**config.mk**
```make
export PLATFORM = sky130hd
export DESIGN_NAME = hit_buffer_addr_ctrl_flat
export DESIGN_NICKNAME = d
export VERILOG_FILES = /design/src/rtl/hit_buffer_addr_ctrl_pkg.sv /design/src/rtl/hit_buffer_addr_ctrl_if.sv /design/src/rtl/hit_buffer_addr_ctrl_fifo.sv /design/src/rtl/hit_buffer_addr_ctrl.sv /design/src/flat_wrapper.sv
export SDC_FILE = /design/constraint.sdc
export NUM_CORES = 1
export LEC_CHECK = 0
export CAP_MARGIN = 25
export CELL_PAD_IN_SITES_DETAIL_PLACEMENT = 1
export CELL_PAD_IN_SITES_GLOBAL_PLACEMENT = 1
export CORE_ASPECT_RATIO = 1.4
export CORE_MARGIN = 2
export CORE_UTILIZATION = 40
export CTS_CLUSTER_DIAMETER = 120
export DETAILED_ROUTE_END_ITERATION = 8
export PLACE_DENSITY_LB_ADDON = 0.1
export REMOVE_ABC_BUFFERS = 1
export SYNTH_ARGS = -nofsm -noshare
export SYNTH_HDL_FRONTEND = slang
export SYNTH_SLANG_ARGS = --single-unit
```
**constraint.sdc**
```tcl
create_clock -name clk -period 3.75 [get_ports clk]
set_input_delay 0.75 -clock clk [delete_from_list [all_inputs] [get_ports clk]]
set_output_delay 0.75 -clock clk [all_outputs]
set_load 0.005 [all_outputs]
```
**src/rtl/hit_buffer_addr_ctrl_pkg.sv**
```systemverilog
// Shared sizing, FSM encoding, pending-window payload and clamp helpers
// for the hit SRAM buffer address/trigger controller.
package hit_buffer_addr_ctrl_pkg;

  localparam int unsigned AW     = 9;
  localparam int unsigned QDEPTH = 4;
  localparam int unsigned MAXWIN = 4;
  localparam int unsigned MINLAT = 8;
  localparam int unsigned WLW    = 3;
  localparam int unsigned QAW    = $clog2(QDEPTH);
  localparam int unsigned MAXLAT = (1 << AW) - 1 - QDEPTH * MAXWIN;

  typedef enum logic {
    IDLE = 1'b0,
    READ = 1'b1
  } state_e;

  typedef struct packed {
    logic [AW-1:0]  start;
    logic [WLW-1:0] len;
  } win_t;

  function automatic logic lat_out_of_range(input logic [AW-1:0] lat);
    return (lat < AW'(MINLAT)) || (lat > AW'(MAXLAT));
  endfunction

  function automatic logic [AW-1:0] clamp_lat(input logic [AW-1:0] lat);
    if (lat < AW'(MINLAT))      return AW'(MINLAT);
    else if (lat > AW'(MAXLAT)) return AW'(MAXLAT);
    else                        return lat;
  endfunction

  function automatic logic [WLW-1:0] clamp_win(input logic [WLW-1:0] w);
    if (w == '0)                 return WLW'(1);
    else if (w > WLW'(MAXWIN))   return WLW'(MAXWIN);
    else                         return w;
  endfunction

endpackage

```
**src/rtl/hit_buffer_addr_ctrl_if.sv**
```systemverilog
// Trigger/config inputs and buffer-side address/status outputs of the
// hit buffer controller; the controller uses the slave view.
interface hit_buffer_addr_ctrl_if;
  import hit_buffer_addr_ctrl_pkg::*;

  logic           l1a;
  logic [AW-1:0]  l1Latency;
  logic [WLW-1:0] windowLen;
  logic [AW-1:0]  wrAddr;
  logic [AW-1:0]  rdAddr;
  logic           rden;
  logic           hitValid;
  logic           winLast;
  logic           l1aOverflow;
  logic           latClamped;

  modport master (
    output l1a, l1Latency, windowLen,
    input  wrAddr, rdAddr, rden, hitValid, winLast, l1aOverflow, latClamped
  );

  modport slave (
    input  l1a, l1Latency, windowLen,
    output wrAddr, rdAddr, rden, hitValid, winLast, l1aOverflow, latClamped
  );

endinterface

```
**src/rtl/hit_buffer_addr_ctrl_fifo.sv**
```systemverilog
// Pending-L1A FIFO: QDEPTH read windows, same-cycle push and pop allowed;
// head entry is presented combinationally.
module hit_buffer_addr_ctrl_fifo
  import hit_buffer_addr_ctrl_pkg::*;
(
  input  logic clk,
  input  logic reset,
  input  logic i_push,
  input  win_t i_wdata,
  input  logic i_pop,
  output win_t o_rdata_c,
  output logic o_empty_c,
  output logic o_full_c
);

  localparam int unsigned CW = QAW + 1;

  win_t           r_mem [QDEPTH];
  logic [QAW-1:0] r_wr_ptr;
  logic [QAW-1:0] r_rd_ptr;
  logic [CW-1:0]  r_count;

  always_ff @(posedge clk) begin
    if (i_push) r_mem[r_wr_ptr] <= i_wdata;
  end

  // Pointers wrap naturally because QDEPTH is a power of two.
  always_ff @(posedge clk) begin
    if (reset) begin
      r_wr_ptr <= '0;
      r_rd_ptr <= '0;
      r_count  <= '0;
    end else begin
      if (i_push) r_wr_ptr <= r_wr_ptr + QAW'(1);
      if (i_pop)  r_rd_ptr <= r_rd_ptr + QAW'(1);
      case ({i_push, i_pop})
        2'b10:   r_count <= r_count + CW'(1);
        2'b01:   r_count <= r_count - CW'(1);
        default: r_count <= r_count;
      endcase
    end
  end

  assign o_rdata_c = r_mem[r_rd_ptr];
  assign o_empty_c = (r_count == '0);
  assign o_full_c  = (r_count == CW'(QDEPTH));

endmodule

```
**src/rtl/hit_buffer_addr_ctrl.sv**
```systemverilog
// Hit buffer address controller: free-running write pointer, L1A to
// read-window conversion, pending-window queue and read sequencing FSM.
module hit_buffer_addr_ctrl
  import hit_buffer_addr_ctrl_pkg::*;
(
  input  logic                  clk,
  input  logic                  reset,
  input  logic                  dis,
  hit_buffer_addr_ctrl_if.slave bus
);

  state_e         r_state;
  logic [AW-1:0]  r_wr_addr;
  logic [AW-1:0]  r_rd_addr;
  logic [WLW-1:0] r_cnt;
  logic           r_rden;
  logic           r_hit_valid;
  logic           r_win_last;
  logic           r_overflow;
  logic           r_lat_clamped;

  win_t w_new;
  win_t w_head;
  win_t w_load_entry;
  logic w_l1a;
  logic w_free;
  logic w_bypass;
  logic w_pop;
  logic w_push;
  logic w_drop;
  logic w_load;
  logic w_fifo_empty;
  logic w_fifo_full;

  // A window slot frees up when idle or on the last BC of the current window.
  always_comb begin
    w_new.start  = r_wr_addr - clamp_lat(bus.l1Latency);
    w_new.len    = clamp_win(bus.windowLen);
    w_l1a        = bus.l1a & ~dis;
    w_free       = (r_state == IDLE) | (r_cnt == '0);
    w_bypass     = w_free & w_fifo_empty & w_l1a;
    w_pop        = ~dis & w_free & ~w_fifo_empty;
    w_push       = w_l1a & ~w_bypass & (~w_fifo_full | w_pop);
    w_drop       = w_l1a & ~w_bypass & w_fifo_full & ~w_pop;
    w_load       = w_pop | w_bypass;
    w_load_entry = w_pop ? w_head : w_new;
  end

  hit_buffer_addr_ctrl_fifo u_fifo (
    .clk       (clk),
    .reset     (reset),
    .i_push    (w_push),
    .i_wdata   (w_new),
    .i_pop     (w_pop),
    .o_rdata_c (w_head),
    .o_empty_c (w_fifo_empty),
    .o_full_c  (w_fifo_full)
  );

  always_ff @(posedge clk) begin
    if (reset) begin
      r_state       <= IDLE;
      r_wr_addr     <= '0;
      r_rd_addr     <= '0;
      r_cnt         <= '0;
      r_rden        <= 1'b0;
      r_hit_valid   <= 1'b0;
      r_win_last    <= 1'b0;
      r_overflow    <= 1'b0;
      r_lat_clamped <= 1'b0;
    end else if (!dis) begin
      r_wr_addr   <= r_wr_addr + AW'(1);
      r_overflow  <= w_drop;
      r_hit_valid <= r_rden;
      r_win_last  <= r_rden & (r_cnt == '0);
      if (lat_out_of_range(bus.l1Latency)) r_lat_clamped <= 1'b1;
      case (r_state)
        IDLE: begin
          if (w_load) begin
            r_rd_addr <= w_load_entry.start;
            r_cnt     <= w_load_entry.len - WLW'(1);
            r_rden    <= 1'b1;
            r_state   <= READ;
          end
        end
        READ: begin
          if (r_cnt != '0) begin
            r_rd_addr <= r_rd_addr + AW'(1);
            r_cnt     <= r_cnt - WLW'(1);
          end else if (w_load) begin
            r_rd_addr <= w_load_entry.start;
            r_cnt     <= w_load_entry.len - WLW'(1);
          end else begin
            r_rden  <= 1'b0;
            r_state <= IDLE;
          end
        end
        default: r_state <= IDLE;
      endcase
    end
  end

  // Disable freezes state; the read strobe is suppressed so the buffer idles.
  assign bus.wrAddr      = r_wr_addr;
  assign bus.rdAddr      = r_rd_addr;
  assign bus.rden        = r_rden & ~dis;
  assign bus.hitValid    = r_hit_valid;
  assign bus.winLast     = r_win_last;
  assign bus.l1aOverflow = r_overflow;
  assign bus.latClamped  = r_lat_clamped;

endmodule

```
**src/flat_wrapper.sv**
```systemverilog
// flat-port wrapper written by rule: the top's interface ports become plain ports
module hit_buffer_addr_ctrl_flat import hit_buffer_addr_ctrl_pkg::*;
  (clk, reset, dis, bus_l1a, bus_l1Latency, bus_windowLen, bus_wrAddr, bus_rdAddr, bus_rden, bus_hitValid, bus_winLast, bus_l1aOverflow, bus_latClamped);
  hit_buffer_addr_ctrl_if bus_i ();
  input  logic clk;
  input  logic reset;
  input  logic dis;
  input wire logic [$bits(bus_i.l1a)-1:0] bus_l1a;
  input wire logic [$bits(bus_i.l1Latency)-1:0] bus_l1Latency;
  input wire logic [$bits(bus_i.windowLen)-1:0] bus_windowLen;
  output wire logic [$bits(bus_i.wrAddr)-1:0] bus_wrAddr;
  output wire logic [$bits(bus_i.rdAddr)-1:0] bus_rdAddr;
  output wire logic [$bits(bus_i.rden)-1:0] bus_rden;
  output wire logic [$bits(bus_i.hitValid)-1:0] bus_hitValid;
  output wire logic [$bits(bus_i.winLast)-1:0] bus_winLast;
  output wire logic [$bits(bus_i.l1aOverflow)-1:0] bus_l1aOverflow;
  output wire logic [$bits(bus_i.latClamped)-1:0] bus_latClamped;
  assign bus_i.l1a = bus_l1a;
  assign bus_i.l1Latency = bus_l1Latency;
  assign bus_i.windowLen = bus_windowLen;
  assign bus_wrAddr = bus_i.wrAddr;
  assign bus_rdAddr = bus_i.rdAddr;
  assign bus_rden = bus_i.rden;
  assign bus_hitValid = bus_i.hitValid;
  assign bus_winLast = bus_i.winLast;
  assign bus_l1aOverflow = bus_i.l1aOverflow;
  assign bus_latClamped = bus_i.latClamped;
  hit_buffer_addr_ctrl u_core (.clk(clk), .reset(reset), .dis(dis), .bus(bus_i));
endmodule
```
# --- Word level (Yosys, flattened, before mapping) ---
# Memories as Yosys holds them, arrays and structs flattened. A register that Yosys moved wholly into a read port is not among the register bits.
# Index checks and enable logic that the tools add are counted.
word_totals:
  register_bits: 34
  ram_bits: 48
  inputBits: 16
  out_inout_bits: 23
  elab_cells: 82
  n_memories: 1
classes:
  n_addsub: 9
  n_lt_le_gt_ge: 3
  eq_ne: 6
  muxes: 23
  bitwise_logic: 20
  n_reduce_logical: 8
memory_table:
  columns: ["name", "depth", "word_bits", "read_ports", "rd_ports_with_merged_regs", "wr", "line", "rtl"]
  rows:
  - ["u_core.u_fifo.r_mem", 4, 12, 1, 1, 1, "hit_buffer_addr_ctrl_fifo.sv:18", "win_t r_mem [QDEPTH];"]
op_table:
  columns: ["cell", "count"]
  rows:
  - ["$mux 9", 4]
  - ["$add 9x1->9 const B", 2]
  - ["$pmux 9 s2", 1]
  - ["$mux 12", 1]
  - ["$mux 3", 4]
  - ["$pmux 3 s2", 2]
  - ["$and 1x1->1", 11]
  - ["$gt 9x9->1 const B", 1]
  - ["$logic_not 3->1", 3]
  - ["$lt 9x4->1 const B", 1]
  - ["$sub 3x1->3 const B", 3]
  - ["$sub 9x9->9", 1]
  - ["$mux 1", 7]
  - ["$not 1->1", 6]
  - ["$add 2x1->2 const B", 2]
  - ["$mux 2", 2]
  - ["$ne 2x2->1 const B", 2]
  - ["$pmux 1 s2", 2]
  - ["$reduce_and 4->1", 1]
  - ["$add 3x1->3 const B", 1]
  - ["$eq 3x3->1 const B", 1]
  - ["$gt 3x3->1 const B", 1]
  - ["$or 1x1->1", 3]
  - ["$reduce_bool 3->1", 1]
  - ["6 further kinds", 6]

# --- Logic depth before layout (Yosys ltp) ---
# Gate-level depths: netlist (run 1).
logic_depth:
  ltp_word: 9
  mapped_depth: 11
  depth_no_buf: 11

# --- Modules after synthesis ---
# Synthesis (run 1) repeated with hierarchy kept, for this count alone.
hier_totals:
  hier_cells: 370
  area_unflattened_um2: 4174.0
modules_own_cells:
  columns: ["module", "instances", "cells_each", "area_each_um2", "seq_area_each_um2"]
  rows:
  - ["hit_buffer_addr_ctrl_fifo", 1, 109, 2169.6, 1621.6]
  - ["hit_buffer_addr_ctrl", 1, 261, 2004.4, 540.5]

# --- Worst setup path after synthesis (run 1) ---
# OpenSTA, ideal clock, no wires.
synth_path:
  path_kind: "in2reg"
  startpoint: "in bus_l1Latency[5]"
  endpoint: "reg u_core.r_rd_addr[8] (netlist: u_core.bus.rdAddr[8])"
  setup_ns: 0.116
  arrival_ns: 2.726
  required_time_ns: 3.634
  setup_slack_ns: 0.908
  stages: 11
  path_buffers: 0
  path_cell_list: "and3_1 -> and3_1 -> o21a_1 -> ha_1 -> inv_1 -> fa_1 -> a211o_1 -> o211a_1 -> o31ai_2 -> xnor2_1 -> o211a_1"
synth_lines:
  columns: ["item", "line", "rtl"]
  rows:
  - ["start, declared", "flat_wrapper.sv:9", "input wire logic [$bits(bus_i.l1Latency)-1:0] bus_l1Latency;"]
  - ["end signal, assigned", "hit_buffer_addr_ctrl.sv:80", "r_rd_addr <= w_load_entry.start;"]
  - ["end signal, assigned", "hit_buffer_addr_ctrl.sv:88", "r_rd_addr <= r_rd_addr + AW'(1);"]
  - ["end signal, assigned", "hit_buffer_addr_ctrl.sv:91", "r_rd_addr <= w_load_entry.start;"]
  - ["end, declared", "hit_buffer_addr_ctrl.sv:14", "logic [AW-1:0] r_rd_addr;"]

==> results of run 1 <==
## report_power, final
part | switching (mW) | total, mW | leakage [nW] | internal (mW)
Combinational | 0.223 | 0.405 | 0.985 | 0.182
Clock | 0.393 | 0.918 | 0.143 | 0.526
Sequential | 0.0446 | 1.07 | 0.727 | 1.02
Total | 0.660 | 2.39 | 1.85 | 1.73
## final timing paths
path / start / to / slack, ns / cells after the start
max: bus_l1Latency[8] / u_core.bus.rdAddr[8]$_SDFFE_PP0N_ / 0.51 / 12
min: u_core.bus.latClamped$_SDFFE_PP0P_ / u_core.bus.latClamped$_SDFFE_PP0P_ / 0.48 / 2
max reg2reg: u_core.r_cnt[0]$_SDFFE_PP0N_ / u_core.u_fifo.r_mem[0][11]$_DFFE_PP_ / 1.11 / 6
min reg2reg: u_core.bus.latClamped$_SDFFE_PP0P_ / u_core.bus.latClamped$_SDFFE_PP0P_ / 0.48 / 2
## through the flow
step	worst slack [ns]	total power, mW	cells
after global routing	0.319	2.48	569
final	0.509	2.39	569
after global placement	0.246	1.48	553
after CTS	0.491	2.40	569
after detailed placement	0.129	1.49	553
after floorplan	0.908	1.31	365
## sequential cells by signal, indices dropped and copies added (netlist names), named ones only
signal and count:
u_core.bus.latClamped 1, u_core.bus.winLast 1, u_core.u_fifo.r_wr_ptr 2, u_core.bus.rdAddr 9, u_core.u_fifo.r_rd_ptr 2, u_core.bus.l1aOverflow 1, u_core.r_cnt 3, u_core.r_rden 1
u_core.r_state 1, u_core.bus.wrAddr 9, u_core.u_fifo.r_count 3, u_core.u_fifo.r_mem 48, u_core.bus.hitValid 1
## placed cells by master, fill, tap and decap left out, types with 3 or more instances in the layout
| cell type | count |
|---|---|
| a21o_1 | 3 |
| ha_1 | 17 |
| buf_4 | 12 |
| dfxtp_1 | 36 |
| nor2b_1 | 7 |
| nor3_1 | 11 |
| a211oi_1 | 5 |
| or3_1 | 6 |
| inv_6 | 4 |
| o21ai_0 | 18 |
| mux2i_1 | 5 |
| nand2b_1 | 3 |
| nor2_1 | 38 |
| nand2_1 | 13 |
| xor2_1 | 7 |
| a221oi_1 | 3 |
| a21oi_1 | 26 |
| xnor2_1 | 13 |
| or2_2 | 3 |
| nand4_1 | 5 |
| edfxtp_1 | 48 |
| mux4_2 | 12 |
| a31oi_1 | 5 |
| inv_1 | 18 |
| and3_1 | 6 |
| nand3_1 | 5 |
| o211a_1 | 3 |
| and2_2 | 4 |
| clkdlybuf4s50_1 | 38 |
| a211o_1 | 3 |
| clkbuf_16 | 9 |
## worst max-delay path: cells and delay by family
family | cells | cell delay, ns
fa+ha+maj | 2 | 0.56
simple gates | 2 | 0.38
buf+inv | 2 | 0.57
xor+xnor | 1 | 0.18
compound gates | 5 | 1.04
## area by class of cell
| type | instances | area, um^2 |
|---|---|---|
| flip-flops and latches | 84 | 2160 |
| repair buffers | 50 | 470 |
| multi-input cells | 261 | 1980 |
| inverters | 20 | 77.6 |
| clock inverters | 7 | 80.1 |
| well taps | 138 | 173 |
| clock buffers | 9 | 225 |
| fillers | 1150 | 5290 |
## logic make-up (layout without fill, tap and decap cells)
kind of cell	count (synthesis)	in the layout	share of synthesized area, %
XOR/XNOR	20	20	4.06
AND/OR/NAND/NOR	111	111	13.3
adder cells (fa/ha/maj)	19	19	5.85
buffers and inverters	40	86	4.09
AO/OA/AOI/OAI	94	94	15.2
flip-flops	84	84	50.1
multiplexers	17	17	7.42
## metal layers
layer  up-vias  track usage [%]  part of all wire (%)  wire length (um)
met4         0             8.52                   3.0               342
met5         -                0                     0                 0
met3        16             3.56                   2.7               303
met1      1630             23.9                    42              4670
met2        55             35.4                    53              5920
li1       1518                -                     -                 -
==> reports/qor.yml, run 1 <==
later_pin_clock_latency_in_the_skew_report_ns: 0.34
netlist_instances: 385
fp.dieH_um: 127
max_stage_delay_ns: 0.51
htree_num_levels: 3
slew_headroom_pct: 43.7
final_cell_area_um2: 5170
route.final.wire_length_um: 11200
cp_data_required_time_ns: 3.99
synth_most_common_cell: "edfxtp_1"
grt_setup_unrepaired: "no"
core_region_um2: 10500
critPathCaptureType: "flop"
grt_start_max_net_pins: 17
number_of_global_route_vias_before_repair: 3367
overflow: 0
clockBufferDepth: 2
timing.hold.worst.class: "flop to flop"
gp_congestion: 0.835
synth.distinct_cells: 64
tightest_slew_ns: 0.841
clk_pin_slew_ns: 0.07
clock_skew_ns: 0.00513
ys_seq_area_share_pct: 50.1
start_util_pct: 41.3
die_w_um: 91.8
synthesis.area_per_instance_um2: 11.2
grt_util_all_layers_pct: 20.0
synth_edf_count: 48
buffer_ports.inserted: 38
rows: 44
placed_cell_area_um2: 4860
n_antenna_cell: 0
layout.nets: 461
clock_sinks: 84
synthDominantAreaCellType: "edfxtp_1"
post-cts-setup-buffer-count: 0
synthArstFlopShare_pct: 0
dr.first_iter.drc_count: 113
status: "finished clean"
layout_worst_path_cycle_share_pct: 86.4
slew_viol_final: 0
antenna_found_initial: 0
vias: 3219
pwr_density_cell_nw_per_um2: 462
synth.top_cells.by_count: "edfxtp_1 (48), nor2_1 (38), dfxtp_1 (36), a21oi_1 (26)"
num_io_pins: 39
synth-warning-count: 0
setup-tns-final_ns: 0
worstPathCellList: "clkdlybuf4s50_1 > and3_1 > and3_1 > o21a_1 > ha_1 > inv_1 > fa_1 > a211o_1 > o211a_1 > o31ai_2 > xnor2_1 > o211a_1"
syn_to_final_growth_pct: 19.7
max_clock_freq_ghz: 0.309
worstSetupStartpointType: "input port"
synth_flop_cell: "edfxtp_1"
clk_root_buffer_cell: "clkbuf_16"
setup_viol: 0
worst-endpoint-arrival_ns: 3.48
hold_ws_ns: 0.477
post-dp-hpwl_um: 8250
crit_slowest_cell: "clkdlybuf4s50_1"
post_route_cells_drive_above_1_share_pct: 13.7
worst-path-max-fanout: 5
ys_seq_elements: 84
post-synth-top-area-fraction_pct: 33.4
post_route_drc_violation_count: 0
ctsResizeCount: 0
critPathKind: "input port to flop"
leakagePower_nw: 1.85
clock_tree_from_tritoncts: "built"
drt_pre_antenna_iters: 4
ir_worst_vdd_mv: 0.277
number_of_buffers_inserted_during_clock_tree_synthesis: 9
wire_per_inst_um: 19.7
post_synth_instance_area_um2: 4320
detail-route-antenna-nets: 0
grt_pass1_wl_um: 18000
cts_hold_buffers: 0
layout_min_cycle_time_ns: 3.24
netlist_top_cells_area: "edfxtp_1 (33%), dfxtp_1 (17%), mux4_2 (6.3%)"
via_per_inst: 5.66
die_area_um2: 11700
report.final.hold_viol_count: 0
max_cap_violations: 0
share_of_the_core_filled_with_cells_pct: 49.4
Power figures use the tool's default switching activity.
==> inputs of run 2 (changes only) <==
--- a/config.mk
+++ b/config.mk
@@ -11,6 +11,7 @@
 export CORE_ASPECT_RATIO = 1.4
 export CORE_MARGIN = 2
 export CORE_UTILIZATION = 40
+export CTS_BUF_LIST = sky130_fd_sc_hd__clkbuf_4
 export CTS_CLUSTER_DIAMETER = 120
 export DETAILED_ROUTE_END_ITERATION = 8
 export PLACE_DENSITY_LB_ADDON = 0.1
==> run 2 against run 1 <==
  * Utilization decreased by 1.5 points
  * Combinational power barely moved
  * Cell count increased by 0.18%
  * Flip-flop and latch count unchanged
  * Setup slack improved by 0.13 ns
  * Wire length is essentially flat
  * Sequential power barely moved
  * Fmax grew 4.3%
  * First-iteration DRC count is 28% higher
  * Largest cell class unchanged
==> reports/qor.yml, run 2 (same netlist as run 1, synthesis figures left out) <==
syn_to_final_growth_pct: 16.1
tightest_slew_ns: 0.825  # -0.0158 ns
final_total_pwr_mw: 2.04  # -15%
final_cell_area_um2: 5010  # -3.0%
clock_sinks: 84  # unchanged
gp_congestion: 0.835  # unchanged
grt_pass1_wl_um: 18100  # +0.46%
core_region_um2: 10500  # unchanged
clock_skew_ns: 0.0134  # +0.00827 ns
clk_pin_slew_ns: 0.15  # +0.08 ns
fp.dieH_um: 127  # unchanged
slew_headroom_pct: 44.8  # +1.1 points
detail-route-antenna-nets: 0  # unchanged
layout.nets: 461  # unchanged
cts_hold_buffers: 0  # unchanged
largest_register_ffs: 48  # unchanged
layout_worst_path_cycle_share_pct: 82.8  # -3.6 points
antenna_found_initial: 1  # +1
buffer_ports.inserted: 38  # unchanged
post_route_drc_violation_count: 0  # unchanged
via_per_inst: 5.65  # -0.11%
clockBufferDepth: 2  # unchanged
crit_slowest_cell: "clkdlybuf4s50_1"
drt_pre_antenna_iters: 4  # unchanged
number_of_buffers_inserted_during_clock_tree_synthesis: 9  # unchanged
later_pin_clock_latency_in_the_skew_report_ns: 0.45  # +0.11 ns
grt_setup_unrepaired: "no"
die_w_um: 91.8  # unchanged
timing.hold.worst.class: "flop to flop"
layout_min_cycle_time_ns: 3.11  # -0.135 ns
crit_family: "compound AO/OA/AOI/OAI gates"
grt_start_max_net_pins: 17  # unchanged
number_of_global_route_vias_before_repair: 3384  # +0.50%
htree_num_levels: 3  # unchanged
worst-endpoint-arrival_ns: 3.48  # about the same
ctsResizeCount: 0  # unchanged
rows: 44  # unchanged
instances_no_fill: 570  # +0.18%
route.final.wire_length_um: 11200  # about the same
clk_root_buffer_cell: "clkbuf_4"
post-dp-hpwl_um: 8250  # unchanged
ir_worst_vdd_mv: 0.164  # -41%
post-cts-setup-buffer-count: 0  # unchanged
most-common-layout-cells: "edfxtp_1 (48), nor2_1 (38), clkdlybuf4s50_1 (38)"
worstPathCellList: "clkdlybuf4s50_1 > and3_1 > and3_1 > o21a_1 > ha_1 > inv_1 > fa_1 > a211o_1 > o211a_1 > o31ai_2 > xnor2_1 > o211a_1"
report.final.hold_viol_count: 0  # unchanged
placed_cell_area_um2: 4860  # unchanged
worst-path-max-fanout: 5  # unchanged
grt_util_all_layers_pct: 20.0  # about the same
clock_tree_from_tritoncts: "built"
max_stage_delay_ns: 0.51  # about the same
start_util_pct: 41.3  # unchanged
setup-tns-final_ns: 0  # unchanged
slew_viol_final: 0  # unchanged
setup_viol: 0  # unchanged
wire_per_inst_um: 19.7  # about the same
dr.first_iter.drc_count: 145  # +28%
pwr_density_cell_nw_per_um2: 406  # -12%
status: "finished clean"
num_io_pins: 39  # unchanged
cp_data_required_time_ns: 4.12  # +0.13 ns
top_reg_by_flops: "u_core.u_fifo.r_mem"
die_area_um2: 11700  # unchanged
max_clock_freq_ghz: 0.322  # +4.3%
max_cap_violations: 0  # unchanged
leakagePower_nw: 1.79  # -3.7%
ff2ff_setup_slack_ns: 1.10  # about the same
worstSetupStartpointType: "input port"
fillCellCount: 1164  # +1.2%
vias: 3221  # +0.062%
layout.cells.most_common: "edfxtp_1"
post_route_cells_drive_above_1_share_pct: 13.7  # unchanged
dpl.cell_count: 553  # unchanged
critical_path.n_buffers_inverters: 2  # unchanged
critPathCaptureType: "flop"
overflow: 0  # unchanged
critPathKind: "input port to flop"
==> run 2: power breakdown <==
part / internal (mW) / leakage [nW] / switching (mW)
Combinational: 0.182 / 0.985 / 0.224
Sequential: 1.02 / 0.727 / 0.0446
Clock: 0.213 / 0.0740 / 0.354
==> run 2: final cells by class <==
cell class	count	area, um^2	area share (%)
antenna	1	2.50	0.0499
clock buffer	9	67.6	1.35
clock inverter	7	80.1	1.60
inverter	20	77.6	1.55
multi-input combinational	261	1980	39.5
sequential	84	2160	43.1
tap	138	173	3.44
timing repair buffer	50	470	9.39
==> run 2: worst paths after layout <==
kind / cells after the start / to / start
worst max-delay path: 12 / u_core.bus.rdAddr[8]$_SDFFE_PP0N_ / bus_l1Latency[8]
worst min-delay path: 2 / u_core.bus.latClamped$_SDFFE_PP0P_ / u_core.bus.latClamped$_SDFFE_PP0P_
worst min register to register: 2 / u_core.bus.latClamped$_SDFFE_PP0P_ / u_core.bus.latClamped$_SDFFE_PP0P_
worst max register to register: 6 / u_core.u_fifo.r_mem[0][11]$_DFFE_PP_ / u_core.r_cnt[0]$_SDFFE_PP0N_
==> run 2: per-stage QoR <==
| step | setup slack (ns) | hold WS (ns) | util, % |
|---|---|---|---|
| 6_report | 0.644 | 0.494 | 47.9 |
| 2_1_floorplan | 0.908 | 0.458 | - |
| 3_5_place_dp | 0.129 | 0.470 | 46.5 |
| 3_3_place_gp | 0.246 | 0.456 | 46.5 |
| 4_1_cts | 0.630 | 0.503 | 47.9 |
| 5_1_grt | 0.469 | 0.531 | 47.9 |
==> run 2: routing by layer <==
| layer | up-vias | GRT usage, % | wire length (um) |
|---|---|---|---|
| li1 | 1516 | - | - |
| met1 | 1625 | 24.0 | 4680 |
| met2 | 56 | 34.9 | 5870 |
| met3 | 24 | 3.92 | 312 |
| met4 | 0 | 8.60 | 374 |
| met5 | - | 0 | 0 |
==> run 2: worst reg2reg max path, delay by kind of cell, from the launching register on <==
| family | cells | cell delay [ns] |
|---|---|---|
| flops | 1 | 0.33 |
| buf+inv | 1 | 0.12 |
| fa+ha+maj | 1 | 0.21 |
| compound gates | 2 | 0.79 |
| simple gates | 2 | 0.88 |
